===== config.mk =====
export PLATFORM = sky130hd
export DESIGN_NAME = cmd_assembler_flat
export DESIGN_NICKNAME = d
export VERILOG_FILES = /design/src/rtl/la_pkg.sv /design/src/rtl/cmd_assembler_if.sv /design/src/rtl/byte_timeout_ctr.sv /design/src/rtl/cmd_assembler.sv /design/src/flat_wrapper.sv
export SDC_FILE = /design/constraint.sdc
export NUM_CORES = 1
export LEC_CHECK = 0
export CORE_MARGIN = 2
export CORE_UTILIZATION = 50
export DETAILED_ROUTE_END_ITERATION = 12
export PLACE_DENSITY_LB_ADDON = 0.1
export SLEW_MARGIN = 20
export SYNTH_ARGS = -nofsm -noshare
export SYNTH_HDL_FRONTEND = slang
export SYNTH_SLANG_ARGS = --single-unit

===== constraint.sdc =====
create_clock -name clk -period 3.6 [get_ports clk]
set_clock_uncertainty 0.2 [all_clocks]
set_input_delay 0.9 -clock clk [delete_from_list [all_inputs] [get_ports clk]]
set_output_delay 0.9 -clock clk [all_outputs]
set_load 0.03 [all_outputs]

===== src/rtl/la_pkg.sv =====
// Shared types and constants for the command/response front end.
// The opcode field positions are shared with cmd_cfg.
package la_pkg;

  localparam int unsigned CMD_W   = 16;
  localparam int unsigned BYTE_W  = 8;
  localparam int unsigned OPC_MSB = 15;
  localparam int unsigned OPC_LSB = 14;
  localparam int unsigned OPC_W   = OPC_MSB - OPC_LSB + 1;

  typedef enum logic [1:0] {
    RX_IDLE = 2'd0,
    RX_HIGH = 2'd1,
    RX_FULL = 2'd2
  } rx_state_e;

  typedef enum logic {
    TX_IDLE = 1'b0,
    TX_BUSY = 1'b1
  } tx_state_e;

  function automatic logic [OPC_W-1:0] cmd_opcode(input logic [CMD_W-1:0] c);
    return c[OPC_MSB:OPC_LSB];
  endfunction

endpackage


===== src/rtl/cmd_assembler_if.sv =====
// UART-side and cmd_cfg-side signals of the command assembler.
// slave is the assembler; master is whoever surrounds it.
interface cmd_assembler_if;

  logic                        rx_rdy;
  logic [la_pkg::BYTE_W-1:0]   rx_data;
  logic                        clr_rx_rdy;
  logic [la_pkg::CMD_W-1:0]    cmd;
  logic                        cmd_rdy;
  logic                        frame_err;
  logic                        send_resp;
  logic [la_pkg::BYTE_W-1:0]   resp;
  logic                        trmt;
  logic [la_pkg::BYTE_W-1:0]   tx_data;
  logic                        tx_done;
  logic                        resp_sent;

  modport slave (
    input  rx_rdy, rx_data, send_resp, resp, tx_done,
    output clr_rx_rdy, cmd, cmd_rdy, frame_err, trmt, tx_data, resp_sent
  );

  modport master (
    output rx_rdy, rx_data, send_resp, resp, tx_done,
    input  clr_rx_rdy, cmd, cmd_rdy, frame_err, trmt, tx_data, resp_sent
  );

endinterface


===== src/rtl/byte_timeout_ctr.sv =====
// Saturating up-counter with synchronous clear and enable.
// tc_c flags that the count has reached MAX.
module byte_timeout_ctr #(
  parameter int unsigned MAX = 65535,
  parameter int unsigned W   = 16
) (
  input  logic clk,
  input  logic rst,
  input  logic clr,
  input  logic en,
  output logic tc_c
);

  logic [W-1:0] cnt_q;
  logic [W-1:0] cnt_d;

  always_comb begin
    cnt_d = cnt_q;
    if (clr)
      cnt_d = '0;
    else if (en && (cnt_q != W'(MAX)))
      cnt_d = cnt_q + W'(1);
  end

  always_ff @(posedge clk or posedge rst) begin
    if (rst) cnt_q <= '0;
    else     cnt_q <= cnt_d;
  end

  assign tc_c = (cnt_q == W'(MAX));

endmodule


===== src/rtl/cmd_assembler.sv =====
// Frames two UART bytes into a 16-bit command for cmd_cfg and
// forwards cmd_cfg's response byte to the UART transmitter.
module cmd_assembler
  import la_pkg::*;
#(
  parameter int unsigned TIMEOUT = 65535,
  parameter int unsigned TO_W    = 16
) (
  input  logic            clk,
  input  logic            clr_cmd_rdy,
  cmd_assembler_if.slave  bus
);

  rx_state_e             rx_state_q, rx_state_d;
  logic [CMD_W-1:0]      cmd_q, cmd_d;
  logic                  cmd_rdy_q, cmd_rdy_d;
  logic                  frame_err_q, frame_err_d;
  logic                  to_clr, to_en, to_tc;

  tx_state_e             tx_state_q, tx_state_d;
  logic [BYTE_W-1:0]     tx_data_q, tx_data_d;
  logic                  trmt_q, trmt_d;
  logic                  resp_sent_q, resp_sent_d;

  byte_timeout_ctr #(
    .MAX (TIMEOUT),
    .W   (TO_W)
  ) u_to_ctr (
    .clk  (clk),
    .rst  (clr_cmd_rdy),
    .clr  (to_clr),
    .en   (to_en),
    .tc_c (to_tc)
  );

  // RX framing: a byte arriving on the terminal-count cycle still completes the frame
  always_comb begin
    rx_state_d  = rx_state_q;
    cmd_d       = cmd_q;
    cmd_rdy_d   = cmd_rdy_q;
    frame_err_d = 1'b0;
    to_clr      = 1'b0;
    to_en       = 1'b0;
    case (rx_state_q)
      RX_IDLE: begin
        if (bus.rx_rdy) begin
          cmd_d[CMD_W-1:BYTE_W] = bus.rx_data;
          to_clr                = 1'b1;
          rx_state_d            = RX_HIGH;
        end
      end
      RX_HIGH: begin
        if (bus.rx_rdy) begin
          cmd_d[BYTE_W-1:0] = bus.rx_data;
          cmd_rdy_d         = 1'b1;
          rx_state_d        = RX_FULL;
        end else if (to_tc) begin
          frame_err_d = 1'b1;
          rx_state_d  = RX_IDLE;
        end else begin
          to_en = 1'b1;
        end
      end
      RX_FULL: begin
        rx_state_d = RX_FULL;
      end
      default: rx_state_d = RX_IDLE;
    endcase
  end

  // TX handshake: send_resp while busy and tx_done while idle are dropped
  always_comb begin
    tx_state_d  = tx_state_q;
    tx_data_d   = tx_data_q;
    trmt_d      = 1'b0;
    resp_sent_d = 1'b0;
    case (tx_state_q)
      TX_IDLE: begin
        if (bus.send_resp) begin
          tx_data_d  = bus.resp;
          trmt_d     = 1'b1;
          tx_state_d = TX_BUSY;
        end
      end
      TX_BUSY: begin
        if (bus.tx_done) begin
          resp_sent_d = 1'b1;
          tx_state_d  = TX_IDLE;
        end
      end
      default: tx_state_d = TX_IDLE;
    endcase
  end

  always_ff @(posedge clk or posedge clr_cmd_rdy) begin
    if (clr_cmd_rdy) begin
      rx_state_q  <= RX_IDLE;
      cmd_q       <= '0;
      cmd_rdy_q   <= 1'b0;
      frame_err_q <= 1'b0;
      tx_state_q  <= TX_IDLE;
      tx_data_q   <= '0;
      trmt_q      <= 1'b0;
      resp_sent_q <= 1'b0;
    end else begin
      rx_state_q  <= rx_state_d;
      cmd_q       <= cmd_d;
      cmd_rdy_q   <= cmd_rdy_d;
      frame_err_q <= frame_err_d;
      tx_state_q  <= tx_state_d;
      tx_data_q   <= tx_data_d;
      trmt_q      <= trmt_d;
      resp_sent_q <= resp_sent_d;
    end
  end

  // Holding off clr_rx_rdy while FULL back-pressures the UART
  assign bus.clr_rx_rdy = bus.rx_rdy & (rx_state_q != RX_FULL);
  assign bus.cmd        = cmd_q;
  assign bus.cmd_rdy    = cmd_rdy_q;
  assign bus.frame_err  = frame_err_q;
  assign bus.trmt       = trmt_q;
  assign bus.tx_data    = tx_data_q;
  assign bus.resp_sent  = resp_sent_q;

endmodule


===== src/flat_wrapper.sv =====
// flat-port wrapper written by rule: the top's interface ports become plain ports
module cmd_assembler_flat import la_pkg::*;
#(
  parameter int unsigned TIMEOUT = 65535,
  parameter int unsigned TO_W    = 16
)
  (clk, clr_cmd_rdy, bus_rx_rdy, bus_rx_data, bus_send_resp, bus_resp, bus_tx_done, bus_clr_rx_rdy, bus_cmd, bus_cmd_rdy, bus_frame_err, bus_trmt, bus_tx_data, bus_resp_sent);
  cmd_assembler_if bus_i ();
  input  logic clk;
  input  logic clr_cmd_rdy;
  input wire logic [$bits(bus_i.rx_rdy)-1:0] bus_rx_rdy;
  input wire logic [$bits(bus_i.rx_data)-1:0] bus_rx_data;
  input wire logic [$bits(bus_i.send_resp)-1:0] bus_send_resp;
  input wire logic [$bits(bus_i.resp)-1:0] bus_resp;
  input wire logic [$bits(bus_i.tx_done)-1:0] bus_tx_done;
  output wire logic [$bits(bus_i.clr_rx_rdy)-1:0] bus_clr_rx_rdy;
  output wire logic [$bits(bus_i.cmd)-1:0] bus_cmd;
  output wire logic [$bits(bus_i.cmd_rdy)-1:0] bus_cmd_rdy;
  output wire logic [$bits(bus_i.frame_err)-1:0] bus_frame_err;
  output wire logic [$bits(bus_i.trmt)-1:0] bus_trmt;
  output wire logic [$bits(bus_i.tx_data)-1:0] bus_tx_data;
  output wire logic [$bits(bus_i.resp_sent)-1:0] bus_resp_sent;
  assign bus_i.rx_rdy = bus_rx_rdy;
  assign bus_i.rx_data = bus_rx_data;
  assign bus_i.send_resp = bus_send_resp;
  assign bus_i.resp = bus_resp;
  assign bus_i.tx_done = bus_tx_done;
  assign bus_clr_rx_rdy = bus_i.clr_rx_rdy;
  assign bus_cmd = bus_i.cmd;
  assign bus_cmd_rdy = bus_i.cmd_rdy;
  assign bus_frame_err = bus_i.frame_err;
  assign bus_trmt = bus_i.trmt;
  assign bus_tx_data = bus_i.tx_data;
  assign bus_resp_sent = bus_i.resp_sent;
  cmd_assembler #(.TIMEOUT(TIMEOUT), .TO_W(TO_W)) u_core (.clk(clk), .clr_cmd_rdy(clr_cmd_rdy), .bus(bus_i));
endmodule

==> out/qor.csv, run 1 <==
metric;value;unit
status;complete, no violations;
setup repair after global routing missed its margin;no;
share of post-route cells with drive strength above 1;13.1;%
Mapped Cells;192;
# H-tree levels;2;
M1 WL;2010;um
Max clock buf depth;2;
Avg WL per Cell;15.8;um
slowest library cell on the worst path;sky130_fd_sc_hd__clkdlybuf4s50_1;
Crit path largest cell delay;0.66;ns
Worst Setup Path Type;in2out;
min cycle time layout;3.24;ns
met2 routed wirelength;2240;um
most numerous cell in the Yosys netlist;sky130_fd_sc_hd__dfrtp_1;
Crit path arrival time;2.14;ns
Post-layout nets;268;
via count normalized by instance count;5.78;
TritonCTS clock tree;built;
post-synthesis register bit count;47;
post-synthesis share of cell area spent on and, or, nand and nor gates;22.8;%
total die area;4790;um2
Initial DRT Pass Iterations;4;
Initial Utilization;52.4;%
total CTS buffers;5;
biggest area contributors in the synthesized netlist;sky130_fd_sc_hd__dfrtp_1 (55%), sky130_fd_sc_hd__mux2_2 (8.5%), sky130_fd_sc_hd__nand2_1 (5.6%);
number of max-slew violations in the final report;0;
leading post-synthesis cells by instance count;sky130_fd_sc_hd__dfrtp_1 (47), sky130_fd_sc_hd__nand2_1 (32), sky130_fd_sc_hd__mux2_2 (16);
multi-input logic area;903;um2
clock root cell;sky130_fd_sc_hd__clkbuf_8;
max capacitance violation total;0;
residual DRC count;0;
cell area after technology mapping;2130;um2
Ant. Diodes;0;
global-route wire length before repair;8360;um
fin crit share;90.0;%
FMAX;309;MHz
Num Clock Sinks;47;
final sum of negative setup slack;0;ns
maximum number of pins on one net before global-route repair;29;
register area share after synthesis;55.3;%
xor and xnor fraction of the mapped netlist area;0;%
Post-Syn Area per Cell;11.1;um2
width of the die;69.2;um
Relative slew margins;34.8;%
total global routing track utilization;21.6;%
Post CTS Setup Buffer Count;0;
number of standard-cell rows in the floorplan;23;
most instantiated flip-flop cell in the synthesis netlist;sky130_fd_sc_hd__dfrtp_1;
worst-path maximum fanout;2;
number of nets still failing antenna checks after routing;0;
fin worst setup slack;0.359;ns
cell area reported after detailed placement;2680;um2
clk slew on worst S/H paths;0.08;ns
Post-Syn Nets;214;
unique cell type count in the Yosys netlist;38;
Async S/R FF share, synth;100;%
critical path, cell by cell;clkdlybuf4s50_1 -> and2_1 -> clkdlybuf4s50_1;
Lkg Pwr;1.17;nW
highest ir drop seen on vdd;0.477;mV
cts-stage hold buffer count;0;
count of endpoints failing setup in the final report;0;
post-synth top area cell;sky130_fd_sc_hd__dfrtp_1;
compound-cell area share of the yosys netlist;10.1;%
YS warnings;0;
crit path launch type;primary input;
main combinational cell family by area after synthesis;simple AND/OR/NAND/NOR gates;
initial antenna violation count;0;
area growth from synthesis to final layout;29.5;%
setup slack, reg-to-reg;1.15;ns
uppermost signal routing layer after detailed routing;met4;
total count of hold-check failures in the final report;0;
initial detailed-routing violation count;105;
post-DP HPWL;3320;um
I/O pin count;50;
slew at the pin closest to its max-slew limit;0.970;ns
fill count;310;
power per cell area;669;nW/um2
number of enable flip-flop cells after synthesis;0;
met3 wire len;343;um
Place WS;0.360;ns
overall via count from detail_route;1704;
post-cts resize count;0;
Final Routed Wirelength;4650;um
Sequential cell area;1180;um2
Setup crit end kind;primary output;
core footprint;4060;um2
portion of synthesized cell area occupied by the leading cell type;55.3;%
multiplexer fraction of the synthesized cell area;8.94;%
final weighted congestion of routability-driven global placement;0.872;
clk_lat worst skew;0.29;ns
Min-Delay Path Class;reg2reg;
number of global-route vias before repair;1758;
residual overflow from global routing;0;
quantity of I/O buffers inserted on ports;49;
Die H;69.2;um
post-synthesis share of cell area spent on full adders, half adders and majority gates;0.588;%
Worst Path Required;2.50;ns
final design area excluding fillers;2750;um2
cell repeated most along the worst path;sky130_fd_sc_hd__clkdlybuf4s50_1;
==> final timing paths <==
path / startpoint / end / cells past startpoint
setup / recovery: bus_rx_rdy / bus_clr_rx_rdy / 3
hold / removal: u_core.bus.cmd[9]$_DFFE_PP0P_ / u_core.bus.cmd[9]$_DFFE_PP0P_ / 2
setup reg to reg: u_core.u_to_ctr.cnt_q[12]$_DFFE_PP0P_ / u_core.u_to_ctr.cnt_q[0]$_DFFE_PP0P_ / 4
hold reg to reg: u_core.bus.cmd[9]$_DFFE_PP0P_ / u_core.bus.cmd[9]$_DFFE_PP0P_ / 2
max in group asynchronous: clr_cmd_rdy / u_core.bus.tx_data[0]$_DFFE_PP0P_ / 3
min in group asynchronous: clr_cmd_rdy / u_core.bus.cmd[2]$_DFFE_PP0P_ / 2
==> placed cells by master (no fill, tap or decap), types with 5 or more instances in the layout <==
cell type | Yosys | final
sky130_fd_sc_hd__buf_4 | 0 | 5
sky130_fd_sc_hd__nand2_1 | 32 | 32
sky130_fd_sc_hd__nand3_1 | 6 | 6
sky130_fd_sc_hd__a21oi_1 | 10 | 10
sky130_fd_sc_hd__mux2_2 | 16 | 16
sky130_fd_sc_hd__dfrtp_1 | 47 | 47
sky130_fd_sc_hd__or4_1 | 5 | 5
sky130_fd_sc_hd__clkdlybuf4s50_1 | 0 | 49
sky130_fd_sc_hd__or3_1 | 5 | 5
sky130_fd_sc_hd__o31ai_1 | 8 | 8
sky130_fd_sc_hd__o21ai_0 | 6 | 6
sky130_fd_sc_hd__nor2_1 | 6 | 6
sky130_fd_sc_hd__clkbuf_8 | 0 | 5
==> where the power goes <==
group | internal, mW | switching, mW
combinational | 0.349 | 0.434
sequential | 0.667 | 0.102
clock | 0.130 | 0.160
total | 1.15 | 0.696
==> sequential cells by signal, summed over array words and instances (netlist names) <==
name                   cells
u_core.bus.cmd            16
u_core.u_to_ctr.cnt_q     16
u_core.bus.tx_data         8
u_core.rx_state_q          2
u_core.bus.cmd_rdy         1
u_core.bus.frame_err       1
u_core.bus.resp_sent       1
u_core.bus.trmt            1
u_core.tx_state_q          1
==> critical path: cells and delay by family <==
family        cells  cell delay (ns)
buf+inv           2             1.12
simple gates      1             0.12
==> stage by stage <==
step | total power [mW] | instances | hold slack, ns | util, %
final | 1.84 | 295 | 0.277 | 67.9
after global routing | 1.96 | 295 | 0.306 | 67.9
after CTS | 1.86 | 295 | 0.281 | 67.9
after detailed placement | 1.57 | 289 | 0.260 | 66.1
after global placement | 1.54 | 289 | 0.251 | 66.1
after floorplan | 1.23 | 192 | 0.272 | -
==> final cells by class <==
cell class / instances / share of cell area (%)
well taps: 50 / 2.27
clock buffers: 6 / 2.64
flip-flops and latches: 47 / 42.7
multi-input cells: 135 / 32.8
inverters: 3 / 0.409
repair buffers: 54 / 19.2
==> metal layers <==
metal	GRT usage (%)	vias to the layer above
met5	0	-
met4	6.97	0
met3	7.56	6
met2	33.9	52
met1	28.2	844
li1	-	802
==> logic make-up after synthesis <==
logic type / after synthesis
AOI/OAI and AO/OA: 33
adders and majority gates: 1
buffers and inverters: 10
and+or+nand+nor: 84
DFF: 47
muxes: 17
(Power assumes the default switching activity.)
==> inputs of run 2 (changes only) <==
--- a/config.mk
+++ b/config.mk
@@ -13,3 +13,4 @@
 export SYNTH_ARGS = -nofsm -noshare
 export SYNTH_HDL_FRONTEND = slang
 export SYNTH_SLANG_ARGS = --single-unit
+export TNS_END_PERCENT = 50
==> results of run 2 <==
The final DEF is identical to that of run 1; final timing and power are the same.
